--- config.mk ---
export PLATFORM = sky130hd
export DESIGN_NAME = store_serializer
export DESIGN_NICKNAME = d
export VERILOG_FILES = /design/src/rtl/store_serializer_pkg.sv /design/src/rtl/store_byte_select.sv /design/src/rtl/store_serializer.sv
export SDC_FILE = /design/constraint.sdc
export NUM_CORES = 1
export LEC_CHECK = 0
export CAP_MARGIN = 20
export CORE_ASPECT_RATIO = 1.2
export CORE_MARGIN = 3
export CORE_UTILIZATION = 52
export DETAILED_ROUTE_END_ITERATION = 6
export PLACE_DENSITY = 0.81
export SETUP_SLACK_MARGIN = 0.1
export SYNTH_ARGS = -nofsm -noshare
export SYNTH_HDL_FRONTEND = slang
export SYNTH_SLANG_ARGS = --single-unit
--- constraint.sdc ---
create_clock -name CLK -period 4.35 [get_ports CLK]
set_input_delay 0.435 -clock CLK [delete_from_list [all_inputs] [get_ports CLK]]
set_output_delay 0.435 -clock CLK [all_outputs]
set_load 0.03 [all_outputs]
--- src/rtl/store_serializer_pkg.sv ---
// Shared definitions for the store serializer: size encodings, FSM states
// and small helpers for lane count and alignment legality.
package store_serializer_pkg;

    localparam int unsigned DATA_W = 32;
    localparam int unsigned BYTE_W = 8;

    localparam logic [1:0] SZ_BYTE = 2'b00;
    localparam logic [1:0] SZ_HALF = 2'b01;
    localparam logic [1:0] SZ_WORD = 2'b10;

    typedef enum logic [1:0] {
        ST_IDLE  = 2'd0,
        ST_WRITE = 2'd1,
        ST_DONE  = 2'd2,
        ST_ERR   = 2'd3
    } state_e;

    // Index of the last byte of an access (N-1); illegal size maps to 0.
    function automatic logic [1:0] last_idx(input logic [1:0] size);
        case (size)
            SZ_HALF: last_idx = 2'd1;
            SZ_WORD: last_idx = 2'd3;
            default: last_idx = 2'd0;
        endcase
    endfunction

    // Illegal size, or an address not aligned to the access size.
    function automatic logic is_illegal(input logic [1:0] size, input logic [1:0] addr_lo);
        case (size)
            SZ_BYTE: is_illegal = 1'b0;
            SZ_HALF: is_illegal = addr_lo[0];
            SZ_WORD: is_illegal = (addr_lo != 2'b00);
            default: is_illegal = 1'b1;
        endcase
    endfunction

endpackage

--- src/rtl/store_byte_select.sv ---
// Big-endian lane selector: returns byte k of an N-byte access, where byte 0
// is the most significant byte of the access.
//   data_i       register value
//   size_i       access size encoding
//   k_i          byte index within the access
//   sel_byte_c_o selected byte (combinational)
module store_byte_select
    import store_serializer_pkg::*;
(
    input  logic [DATA_W-1:0] data_i,
    input  logic [1:0]        size_i,
    input  logic [1:0]        k_i,
    output logic [BYTE_W-1:0] sel_byte_c_o
);

    logic [1:0] lane;

    // Lane number counted from the least significant byte.
    always_comb begin
        lane         = last_idx(size_i) - k_i;
        sel_byte_c_o = data_i[BYTE_W*lane +: BYTE_W];
    end

endmodule

--- src/rtl/store_serializer.sv ---
// Store serializer: narrows a 32-bit store into big-endian bytes written one
// per handshake to a byte-wide memory port. Flags misaligned/illegal requests
// and per-byte memory timeouts.
//   CLK, Reset            clock, synchronous active-low reset
//   req_valid/req_ready   request handshake (ready only in IDLE)
//   req_addr/data/size    store request
//   mem_we/addr/wdata     byte write to memory, held until mem_ack
//   mem_ack               memory accepts current byte
//   done, err             one-cycle completion / error pulses
module store_serializer
    import store_serializer_pkg::*;
#(
    parameter int unsigned ADDR_W  = 32,
    parameter int unsigned TIMEOUT = 16
) (
    input  logic              CLK,
    input  logic              Reset,
    input  logic              req_valid,
    output logic              req_ready,
    input  logic [ADDR_W-1:0] req_addr,
    input  logic [DATA_W-1:0] req_data,
    input  logic [1:0]        req_size,
    output logic              mem_we,
    output logic [ADDR_W-1:0] mem_addr,
    output logic [BYTE_W-1:0] mem_wdata,
    input  logic              mem_ack,
    output logic              done,
    output logic              err
);

    localparam int unsigned TMO_W = $clog2(TIMEOUT + 1);

    state_e              state_q, state_d;
    logic [1:0]          k_q, k_d;
    logic [TMO_W-1:0]    tmo_q, tmo_d;
    logic [ADDR_W-1:0]   base_q, base_d;
    logic [DATA_W-1:0]   data_q, data_d;
    logic [1:0]          size_q, size_d;

    logic                req_ready_q, req_ready_d;
    logic                mem_we_q, mem_we_d;
    logic [ADDR_W-1:0]   mem_addr_q, mem_addr_d;
    logic [BYTE_W-1:0]   mem_wdata_q, mem_wdata_d;
    logic                done_q, done_d;
    logic                err_q, err_d;

    logic [BYTE_W-1:0]   sel_byte;

    // Lane for the byte that will be on the bus next cycle.
    store_byte_select u_byte_select (
        .data_i       (data_d),
        .size_i       (size_d),
        .k_i          (k_d),
        .sel_byte_c_o (sel_byte)
    );

    // State and registered outputs.
    always_ff @(posedge CLK) begin
        if (!Reset) begin
            state_q     <= ST_IDLE;
            k_q         <= '0;
            tmo_q       <= '0;
            base_q      <= '0;
            data_q      <= '0;
            size_q      <= SZ_BYTE;
            req_ready_q <= 1'b1;
            mem_we_q    <= 1'b0;
            mem_addr_q  <= '0;
            mem_wdata_q <= '0;
            done_q      <= 1'b0;
            err_q       <= 1'b0;
        end else begin
            state_q     <= state_d;
            k_q         <= k_d;
            tmo_q       <= tmo_d;
            base_q      <= base_d;
            data_q      <= data_d;
            size_q      <= size_d;
            req_ready_q <= req_ready_d;
            mem_we_q    <= mem_we_d;
            mem_addr_q  <= mem_addr_d;
            mem_wdata_q <= mem_wdata_d;
            done_q      <= done_d;
            err_q       <= err_d;
        end
    end

    // Next state; outputs are computed for the cycle after the edge.
    always_comb begin
        state_d     = state_q;
        k_d         = k_q;
        tmo_d       = tmo_q;
        base_d      = base_q;
        data_d      = data_q;
        size_d      = size_q;
        req_ready_d = 1'b0;
        mem_we_d    = 1'b0;
        done_d      = 1'b0;
        err_d       = 1'b0;

        unique case (state_q)
            ST_IDLE: begin
                req_ready_d = 1'b1;
                if (req_valid) begin
                    req_ready_d = 1'b0;
                    if (is_illegal(req_size, req_addr[1:0])) begin
                        state_d = ST_ERR;
                        err_d   = 1'b1;
                    end else begin
                        state_d  = ST_WRITE;
                        base_d   = req_addr;
                        data_d   = req_data;
                        size_d   = req_size;
                        k_d      = '0;
                        tmo_d    = '0;
                        mem_we_d = 1'b1;
                    end
                end
            end
            ST_WRITE: begin
                mem_we_d = 1'b1;
                if (mem_ack) begin
                    tmo_d = '0;
                    if (k_q == last_idx(size_q)) begin
                        state_d  = ST_DONE;
                        mem_we_d = 1'b0;
                        done_d   = 1'b1;
                        k_d      = '0;
                    end else begin
                        k_d = k_q + 2'd1;
                    end
                end else if (tmo_q == TMO_W'(TIMEOUT - 1)) begin
                    // Abort; bytes already written stay written.
                    state_d  = ST_ERR;
                    mem_we_d = 1'b0;
                    err_d    = 1'b1;
                    tmo_d    = '0;
                    k_d      = '0;
                end else begin
                    tmo_d = tmo_q + TMO_W'(1);
                end
            end
            ST_DONE, ST_ERR: begin
                state_d     = ST_IDLE;
                req_ready_d = 1'b1;
            end
            default: begin
                state_d     = ST_IDLE;
                req_ready_d = 1'b1;
            end
        endcase

        // Bus is zeroed whenever no write is being presented.
        mem_addr_d  = mem_we_d ? (base_d + ADDR_W'(k_d)) : '0;
        mem_wdata_d = mem_we_d ? sel_byte : '0;
    end

    assign req_ready = req_ready_q;
    assign mem_we    = mem_we_q;
    assign mem_addr  = mem_addr_q;
    assign mem_wdata = mem_wdata_q;
    assign done      = done_q;
    assign err       = err_q;

endmodule

# Word level (Yosys, flattened, before mapping)
# Index checks and enable logic that the tools add are counted.
totals:
  regBits: 119
  in_bits: 70
  output_inout_bits: 44
  wordCells: 88
classes:
  addsub: 4
  eq_ne: 15
  n_shift: 1
  mux: 47
  reduce_logical: 9
ops:
  columns: ["operator", "n"]
  rows:
  - ["two-way mux 32 bit", 6]
  - ["adder 32 x 2 -> 32 bit", 1]
  - ["indexed part select 32 x 6 -> 8 bit", 1]
  - ["two-way mux 2 bit", 15]
  - ["two-way mux 5 bit", 4]
  - ["two-way mux 1 bit", 13]
  - ["one-hot mux 2 bit (2 select lines)", 3]
  - ["== test 2 bit (second input constant)", 5]
  - ["one-hot mux 5 bit (2 select lines)", 1]
  - ["AND reduction 3 bit", 3]
  - ["== test 2 x 1 -> 1 bit (second input constant)", 4]
  - ["!= test 3 bit (second input constant)", 2]
  - ["one-hot mux 1 bit (2 select lines)", 3]
  - ["one-hot mux 2 bit (3 select lines)", 1]
  - ["adder 5 x 1 -> 5 bit (second input constant)", 1]
  - ["== test 5 x 4 -> 1 bit (second input constant)", 1]
  - ["zero test 2 bit", 2]
  - ["!= test 2 bit (second input constant)", 2]
  - ["nonzero test 2 bit", 2]
  - ["one-hot mux 1 bit (3 select lines)", 1]
  - ["adder 2 x 1 -> 2 bit (second input constant)", 1]
  - ["== test 2 bit", 1]
  - ["AND reduction 2 bit", 1]
  - ["OR reduction 2 bit", 1]
  - ["subtractor 2 bit", 1]

# Longest topological paths before layout
depth:
  depth_word: 11
  depth_mapped: 17
  mapped_depth_nobuf: 12

# Modules after synthesis
# A second synthesis with hierarchy kept.
hier_totals:
  hier_cells: 658
  hier_area_um2: 5866.9
by_module_without_submodules:
  columns: ["mod", "instances", "cells_per_inst", "area_each_um2", "seq_area_each_um2"]
  rows:
  - ["store_serializer", 1, 645, 5599.1, 2382.3]
  - ["store_byte_select", 1, 13, 267.8, 0.0]

# Least setup slack after synthesis
# Ideal clock, no wire load.
synth_timing:
  kind: "input-to-reg"
  startpoint: "input port req_valid"
  endpoint: "register mem_wdata_q[2], in the netlist mem_wdata[2]"
  setup_ps: 115
  arrival_ps: 3670
  t_required_ps: 4235
  slack_ps: 565
  cell_stages: 17
  n_path_buf: 6
  path_cell_list: "or3b_1 buf_2 nor3_4 buf_2 buf_2 buf_2 nand2_1 nand2_1 ha_1 ha_1 xnor2_1 xnor2_1 buf_4 buf_4 mux2i_1 a22oi_1 and3_1"
synth_via:
  elab_chain_len: 6
  elab_cells_between_ends: 14
  classes_between: "1 x add/sub; 2 x eq/ne; 1 x shift; 9 x mux; 1 x reduce/logical"
synth_lines:
  columns: ["element", "line", "rtl"]
  rows:
  - ["start, declared", "store_serializer.sv:18", "input logic req_valid,"]
  - ["two-way mux 2 bit (*)", "store_serializer.sv:104", "if (req_valid) begin"]
  - ["two-way mux 2 bit (*)", "store_serializer.sv:101", "unique case (state_q)"]
  - ["net size_d[1]", "store_serializer.sv:38", "logic [1:0] size_q, size_d;"]
  - ["== test 2 bit or == test 2 x 1 -> 1 bit (tied branches)", "store_serializer_pkg.sv:21", "case (size)"]
  - ["one-hot mux 2 bit (2 select lines) (*)", "store_serializer_pkg.sv:21", null]
  - ["subtractor 2 bit (*)", "store_byte_select.sv:20", "lane = last_idx(size_i) - k_i;"]
  - ["indexed part select 32 x 6 -> 8 bit (*)", "store_byte_select.sv:21", "sel_byte_c_o = data_i[BYTE_W*lane +: BYTE_W];"]
  - ["end signal, assigned", "store_serializer.sv:82", "mem_wdata_q <= mem_wdata_d;"]
  - ["end, declared", "store_serializer.sv:43", "logic [BYTE_W-1:0] mem_wdata_q, mem_wdata_d;"]
# Mark *: on every way through the listed nets, which the timed path passes. The rest lies on a longest branch.
# A chain may end at the register's enable or synchronous reset.

# Worst setup path after layout
layout_timing:
  startpoint: "input port req_size[1]"
  endpoint: "register mem_wdata_q[3], in the netlist mem_wdata[3]"
layout_via:
  elab_cells_between_ends: 24
  classes_between: "1 x add/sub; 4 x eq/ne; 1 x shift; 16 x mux; 2 x reduce/logical"
layout_lines:
  columns: ["element", "line", "rtl"]
  rows:
  - ["start, declared", "store_serializer.sv:22", "input logic [1:0] req_size,"]
  - ["== test 2 bit, or another cell as far along", "store_serializer_pkg.sv:30", "case (size)"]
  - ["one-hot mux 1 bit (3 select lines) (*)", "store_serializer_pkg.sv:30", null]
  - ["two-way mux 1 bit (*)", "store_serializer.sv:104", null]
  - ["two-way mux 1 bit (*)", "store_serializer.sv:101", null]
  - ["two-way mux 2 bit (*)", "store_serializer.sv:106", "if (is_illegal(req_size, req_addr[1:0])) begin"]
  - ["two-way mux 2 bit (*)", "store_serializer.sv:104", null]
  - ["one-hot mux 2 bit (2 select lines) (*)", "store_serializer.sv:101", null]
  - ["net k_d[0]", "store_serializer.sv:34", "logic [1:0] k_q, k_d;"]
  - ["subtractor 2 bit (*)", "store_byte_select.sv:20", null]
  - ["indexed part select 32 x 6 -> 8 bit (*)", "store_byte_select.sv:21", null]
# Mark *: on every way through the listed nets, which the timed path passes. The rest lies on a longest branch. The select of a mux whose other input is x is not followed.

==> metrics.txt <==
CTS resizes 0; Compound-Gate Fraction of Synth Area 14.1%; via count of the routed design 5027; mapped cell area 5620 sq um; Die Height 120 um; clock transition at the registers of the reported paths 0.05 ns; Peak VDD IR 0.257 mV; min-delay worst type flop to flop; outcome finished, final reports clean; Post-CTS Setup Repair Bufs 0; worst setup margin 0.489 ns; core area 10300 sq um; Final Slew Violations 0; n_diodes 0; row count 40; synth warn 0; Post-DP Area 6870 sq um; Layout Skew 0.00632 ns; Req. time, crit path 4.65 ns; Routed WL 15000 um; Post-DP HPWL 10200 um; RSZ-0062 raised after global routing false; flop-to-flop setup slack 0.78 ns; Final Hold Vio Count 0; drt via density 5.82; die span in x 101 um; Hold Path Stages 1; pin count of the biggest net entering global routing 76; M3 GR Usage 6.16%; fin crit share 88.8%; met2 Usage GRT 42.2%; crit end category flop; Syn Area/Cell 9.04 sq um; adder-cell area share of the yosys netlist 1.34%; asr flop ratio synth 0%; Initial Util 54.7%; CTS tree built; count of final setup violators 0; Iteration-0 DRC Markers 323; Worst Path Class, Setup input pin to flop; Switching Share 24.8%; hold path startpoint tmo_q[4]$_SDFFE_PN0P_; max_cap viols 0; setup tns final 0 ns; # nets final 805; CTS Buffer Depth 2; first-pass GRT wire length 24500 um; CTS Sinks 119; area grow syn2layout 31.8%; share of layout cells above drive strength 1 7.32%; P_int 2.14 mW; TritonCTS buffer count 17; arrival time worst endpoint 4.16 ns; RR Endpoint mem_addr[25]$_SDFF_PN0_; design area 7400 sq um; Combinational Power Share 14.9%; worst skew pair latency 0.41 ns; Max Clk Rate 259 MHz; routed len/inst 17.3 um; # port buffers 113; dpl ws -0.0226 ns; H-tree levels 4; crit path max fanout 20; slew at the pin closest to its max-slew limit 0.725 ns; gr busiest metal met2; IO Pins 114; clock share of power 44.4%; Top FF cell, synth dfxtp_1; antenna viol nets, final 0; worst reg2reg startpoint state_q[1]$_SDFFE_PN0P_; clock root buffer master clkbuf_16; Max-slew headroom 51.7%; Worst Setup Start Kind input pin; Flop pwr share 40.7%; minimum clock period 3.86 ns; largest family of logic cells by synthesized area simple AND/OR/NAND/NOR gates; P_sw 708 uW; drc violations 0; initial antenna violation count 0; die area 12100 sq um; multiplexer share of the synthesized area 11.4%; R2R cell count 8; gpl congestion 0.889; Hold Slack 0.462 ns; LEAKAGE 2.83 nW; Hold Crit Endpoint tmo_q[4]$_SDFFE_PN0P_; GRT Overall Usage 25.5%; area share of xor/xnor cells in the synthesized design 4.37%; Post-CTS Hold Fix Bufs 0; Seq/Total Area, Yosys 42.4%; #FFs+latches synth 119; GRT overflow 0; DR pass1 iterations 5; syn nets 697; met1 Use GR 30.5%; Post-synth EDFFs 0; Final Util 72.2%; number of global-route vias before repair 5135; Cell variety after synth 62; Pwr per Cell Area 385 nW/um^2; Simple-Gate Fraction of Synth Area 23.3%; Synth Instances 621
power groups by stage:
| stage | Combinational (mW) | Sequential, mW | Clock (mW) |
|---|---|---|---|
| 5_1_grt | 0.460 | 1.17 | 1.32 |
| 3_3_place_gp | 0.407 | 1.18 | 0 |
| 3_5_place_dp | 0.417 | 1.18 | 0 |
| 4_1_cts | 0.421 | 1.16 | 1.28 |
| 6_report | 0.424 | 1.16 | 1.27 |
| 2_1_floorplan | 0.240 | 1.20 | 0 |
flip-flops by register name, indices dropped and copies added (netlist names), 2 cells and up:
signal     cells
base_q        32
mem_addr      32
state_q        2
data_q        32
size_q         2
mem_wdata      8
tmo_q          5
k_q            2
worst max-delay path: stages:
cell and delay (ns):
clkdlybuf4s50_1 0.48, o21ai_1 0.59, a31oi_1 0.23, or2_2 0.34, o21ai_0 0.17, o31ai_1 0.15, ha_1 0.24, xnor2_1 0.20
xnor2_4 0.51, buf_12 0.26, mux2i_1 0.22, a22oi_1 0.10, and3_1 0.22
cell usage after synthesis (7+ instances only):
cell      count  area, sq um
nand2_1      90          338
nor2b_1      33          206
o21ai_0       9         45.0
and3_1       16          100
clkbuf_1     27          101
a22oi_1      16          120
nor4_1       11         68.8
a31oi_1      10         62.6
xor2_1       19          166
and2_1        9         56.3
dfxtp_1     119         2380
mux2i_1      57          571
nand3_1      13         65.1
nand4_1       7         43.8
a21boi_0     35          263
xnor2_1       9         78.8
nor2_1       38          143
nor3_1       12         60.1
routing by layer:
| layer | up-vias | share of wire, % |
|---|---|---|
| li1 | 2416 | - |
| met1 | 2351 | 40 |
| met2 | 218 | 49 |
| met3 | 42 | 7.6 |
| met4 | 0 | 2.7 |
| met5 | - | 0 |
layout make-up:
type                            instances  area [sq um]
Tap cell                              126           158
Multi-Input combinational cell        461          3090
Fill cell                             765          2860
Clock inverter                          5          50.0
Timing Repair Buffer                  126          1240
Clock buffer                           23           478
Inverter                                4          15.0
Sequential cell                       119          2380
layout by cell type, fill, tap and decap left out, types with 4 or more instances in the layout:
| cell | Yosys | final |
|---|---|---|
| dfxtp_1 | 119 | 119 |
| clkdlybuf4s50_1 | 0 | 112 |
| nand2_1 | 90 | 90 |
| mux2i_1 | 57 | 57 |
| nor2_1 | 38 | 38 |
| a21boi_0 | 35 | 35 |
| nor2b_1 | 33 | 33 |
| xor2_1 | 19 | 19 |
| clkbuf_16 | 0 | 17 |
| and3_1 | 16 | 16 |
| a22oi_1 | 16 | 16 |
| nand3_1 | 13 | 12 |
| nor3_1 | 12 | 12 |
| buf_4 | 2 | 12 |
| nor4_1 | 11 | 11 |
| a31oi_1 | 10 | 10 |
| o21ai_0 | 9 | 9 |
| and2_1 | 9 | 9 |
| xnor2_1 | 9 | 8 |
| nand4_1 | 7 | 7 |
| a21oi_1 | 6 | 6 |
| ha_1 | 6 | 6 |
| nor3b_1 | 4 | 4 |
| inv_1 | 4 | 4 |
| clkinv_2 | 0 | 4 |
stage by stage:
step	std cells	power [mW]
2_1_floorplan	621	1.44
3_3_place_gp	836	1.59
3_5_place_dp	836	1.60
4_1_cts	864	2.86
5_1_grt	864	2.94
6_report	864	2.85
kinds of logic (layout without fill, tap and decap cells):
family	Yosys count	in the layout
adders and majority gates	6	6
buffers and inverters	41	158
and+or+nand+nor	256	256
AOI/OAI and AO/OA	110	110
DFF	119	119
xor gates and xnor gates	28	28
muxes	61	61
worst max path at each step:
stage | startpoint | endpoint | slack [ns]
6_report | req_size[1] | mem_wdata[3]$_SDFF_PN0_ | 0.49
3_5_place_dp | req_size[1] | mem_wdata[1]$_SDFF_PN0_ | -0.02
5_1_grt | req_size[1] | mem_wdata[1]$_SDFF_PN0_ | 0.28
3_3_place_gp | req_size[1] | mem_wdata[6]$_SDFF_PN0_ | 0.14
4_1_cts | req_size[1] | mem_wdata[1]$_SDFF_PN0_ | 0.35
2_1_floorplan | req_valid | mem_wdata[2]$_SDFF_PN0_ | 0.56
Note: power is estimated with default switching activity, not from simulation.
==> patch, RTL diff (config.mk and constraints unchanged) <==
Reset style: asynchronous (`Reset`), changed in one clocked block. Comments in the files are not updated.
--- a/src/rtl/store_serializer.sv
+++ b/src/rtl/store_serializer.sv
@@ -55,7 +55,7 @@
     );
 
     // State and registered outputs.
-    always_ff @(posedge CLK) begin
+    always_ff @(posedge CLK or negedge Reset) begin
         if (!Reset) begin
             state_q     <= ST_IDLE;
             k_q         <= '0;
Behaviour: differs if Reset is asserted again (counterexample within 4 cycles, from zero or initial values and one cycle with Reset low); with Reset held inactive, the same outputs for 4 cycles.
==> patch against the unedited design <==
  * Sequential cell count unchanged
  * Wire length increased by 1.8%
  * Final area increased by 5.2%
  * Synthesized area increased by 5.1%
  * First-iteration DRC count decreased by 7.1%
  * Die area increased by 4.8%
  * Critical path depth decreased by 1
  * Global-route usage increased by 0.075 points
  * Setup slack improved by 0.23 ns
  * Register-to-register slack improved by 0.21 ns
  * Critical endpoint is now mem_addr[24]
  * Largest cell class is now sequential cells
Power is not compared: it rests on default switching activity, and its combinational part moved more than twofold at a synthesized area within 25%.
==> patch: results (changes against the unedited design) <==
Layout
  – Layout cells sized above 1: 11.16% (+3.8 points)
  – Finished Layout Cells: 867 (+0.35%)
  – Nets: 798 (-0.87%)

Critical path
  – Worst r2r src: state_q[1]
  – Critical Path Fanout Max: 12 (-40%)
  – Reg-to-reg setup timing slack: 0.99 ns (+0.21 ns)
  – Max incr delay on CP: 0.57 ns (-0.02 ns)
  – FF-to-FF End: mem_addr[21]
  – WP data arrival: 3.92 ns (-0.24 ns)
  – R2R cell count: 7 (-1)
  – Slowest cell on the critical path: clkdlybuf4s50_1

Synth
  – Synth cell count leaders: 186 x nand2_1, 118 x dfrtp_1, 40 x nor2_1
  – Mapped Nets: 681 (-2.3%)
  – Synth cell types: 67 (+8.1%)
  – Average cell area after synthesis: 9.755 µm² (+7.9%)
  – Sequential fraction of the synthesis area: 50.48% (+8.1 points)
  – Leading post-synthesis cells by cell area: dfrtp_1 50%, nand2_1 12%, mux4_2 3.1%
  – Async set or reset register ratio after synthesis: 100.0% (+100 points)

Placed design
  – Dpl cell area: 7127 µm² (+3.8%)
  – Dpl cells: 834 (-0.24%)
  – DP HPWL: 10,560 µm (+3.5%)
  – Dpl ws: 0.4205 ns (+0.4431 ns)
  – PortBufs: 113 (unchanged)
  – RePlAce Congestion: 0.9186 (+3.4%)

Detailed routing
  – Initial DRC count: 300 (-7.1%)
  – First-pass DRT Iterations: 5 (unchanged)
  – DRT Wirelength: 15,250 µm (+1.8%)
  – DR vias: 4,994 (-0.66%)

Clock network
  – H-Tree Depth: 4 (unchanged)
  – Setup Fix Bufs, Post-CTS: 0 (unchanged)

Global routing
  – GRT Util Overall: 25.54% (+0.075 points)
  – First-pass GRT wire length: 25,220 µm (+2.8%)
  – Vias in the first global route: 5,234 (+1.9%)
  – Largest net degree at the start of global routing: 81 (+6.6%)

Power
  – Comb group: 2520 µW

Min path
  – Hold Crit Depth: 2 (+1)
  – Hold path startpoint: data_q[28]
  – Worst Hold Endpoint: data_q[28]

STA
  – Clk_skew: 0.008839 ns (+0.002521 ns)
  – Final hold slack: 0.4686 ns (+0.006557 ns)
  – Worst slew margin: 26.07% (-26 points)

Status
  – Status: finished, final reports clean
[patch: cell count changes in the layout (fill, tap and decap cells not counted), moves of 16 or more]
cell | before | now
dfxtp_1 | 119 | 0
mux2i_1 | 57 | 15
dfrtp_1 | 0 | 118
nand2_1 | 90 | 186
a21boi_0 | 35 | 0
a22oi_1 | 16 | 0
nor2b_1 | 33 | 1
[patch: cells by family (layout without fill, tap and decap cells)]
family | Yosys count | after routing | share of synthesized area, %
flip-flops | 119 | 119 | 50.48
AND/OR/NAND/NOR | 320 | 320 | 25.65
XOR/XNOR | 25 | 25 | 4.028
adder cells (fa/ha/maj) | 6 | 6 | 1.272
AO/OA/AOI/OAI | 66 | 66 | 8.607
buffers and inverters | 41 | 171 | 3.413
multiplexers | 28 | 28 | 6.551
[patch: metal layers]
metal / part of all wire (%) / global-route usage [%] / vias up
met5: 0 / 0 / -
met4: 2.5 / 9.798 / 0
met1: 42 / 33.37 / 2417
met3: 6.5 / 5.514 / 46
met2: 49 / 41.53 / 223
li1: - / - / 2308
[patch: layout make-up]
cell class	instances	area, µm²
Clock inverter	12	197.7
Clock buffer	20	456.7
Multi-Input combinational cell	445	2734
Timing Repair Buffer	121	1191
Fill cell	793	3244
Tap cell	132	165.2
Sequential cell	119	2979
Inverter	18	67.56
[patch: worst max path at each step]
stage	from	end	slack, ns	depth (start not counted)
floorplan	req_valid	mem_wdata[2]	0.81	12
global placement	req_addr[0]	mem_addr[24]	0.59	12
detailed placement	req_addr[0]	mem_addr[24]	0.42	12
CTS	req_addr[0]	mem_addr[24]	0.82	12
global route	req_addr[0]	mem_addr[24]	0.55	12
finish	req_size[0]	mem_addr[24]	0.72	12
[patch: timing repair]
item | in CTS | in global routing
hold endpoints to repair | 30 | 0
endpoints found under the setup margin | 0 | 0
hold buffers | 1 | 0
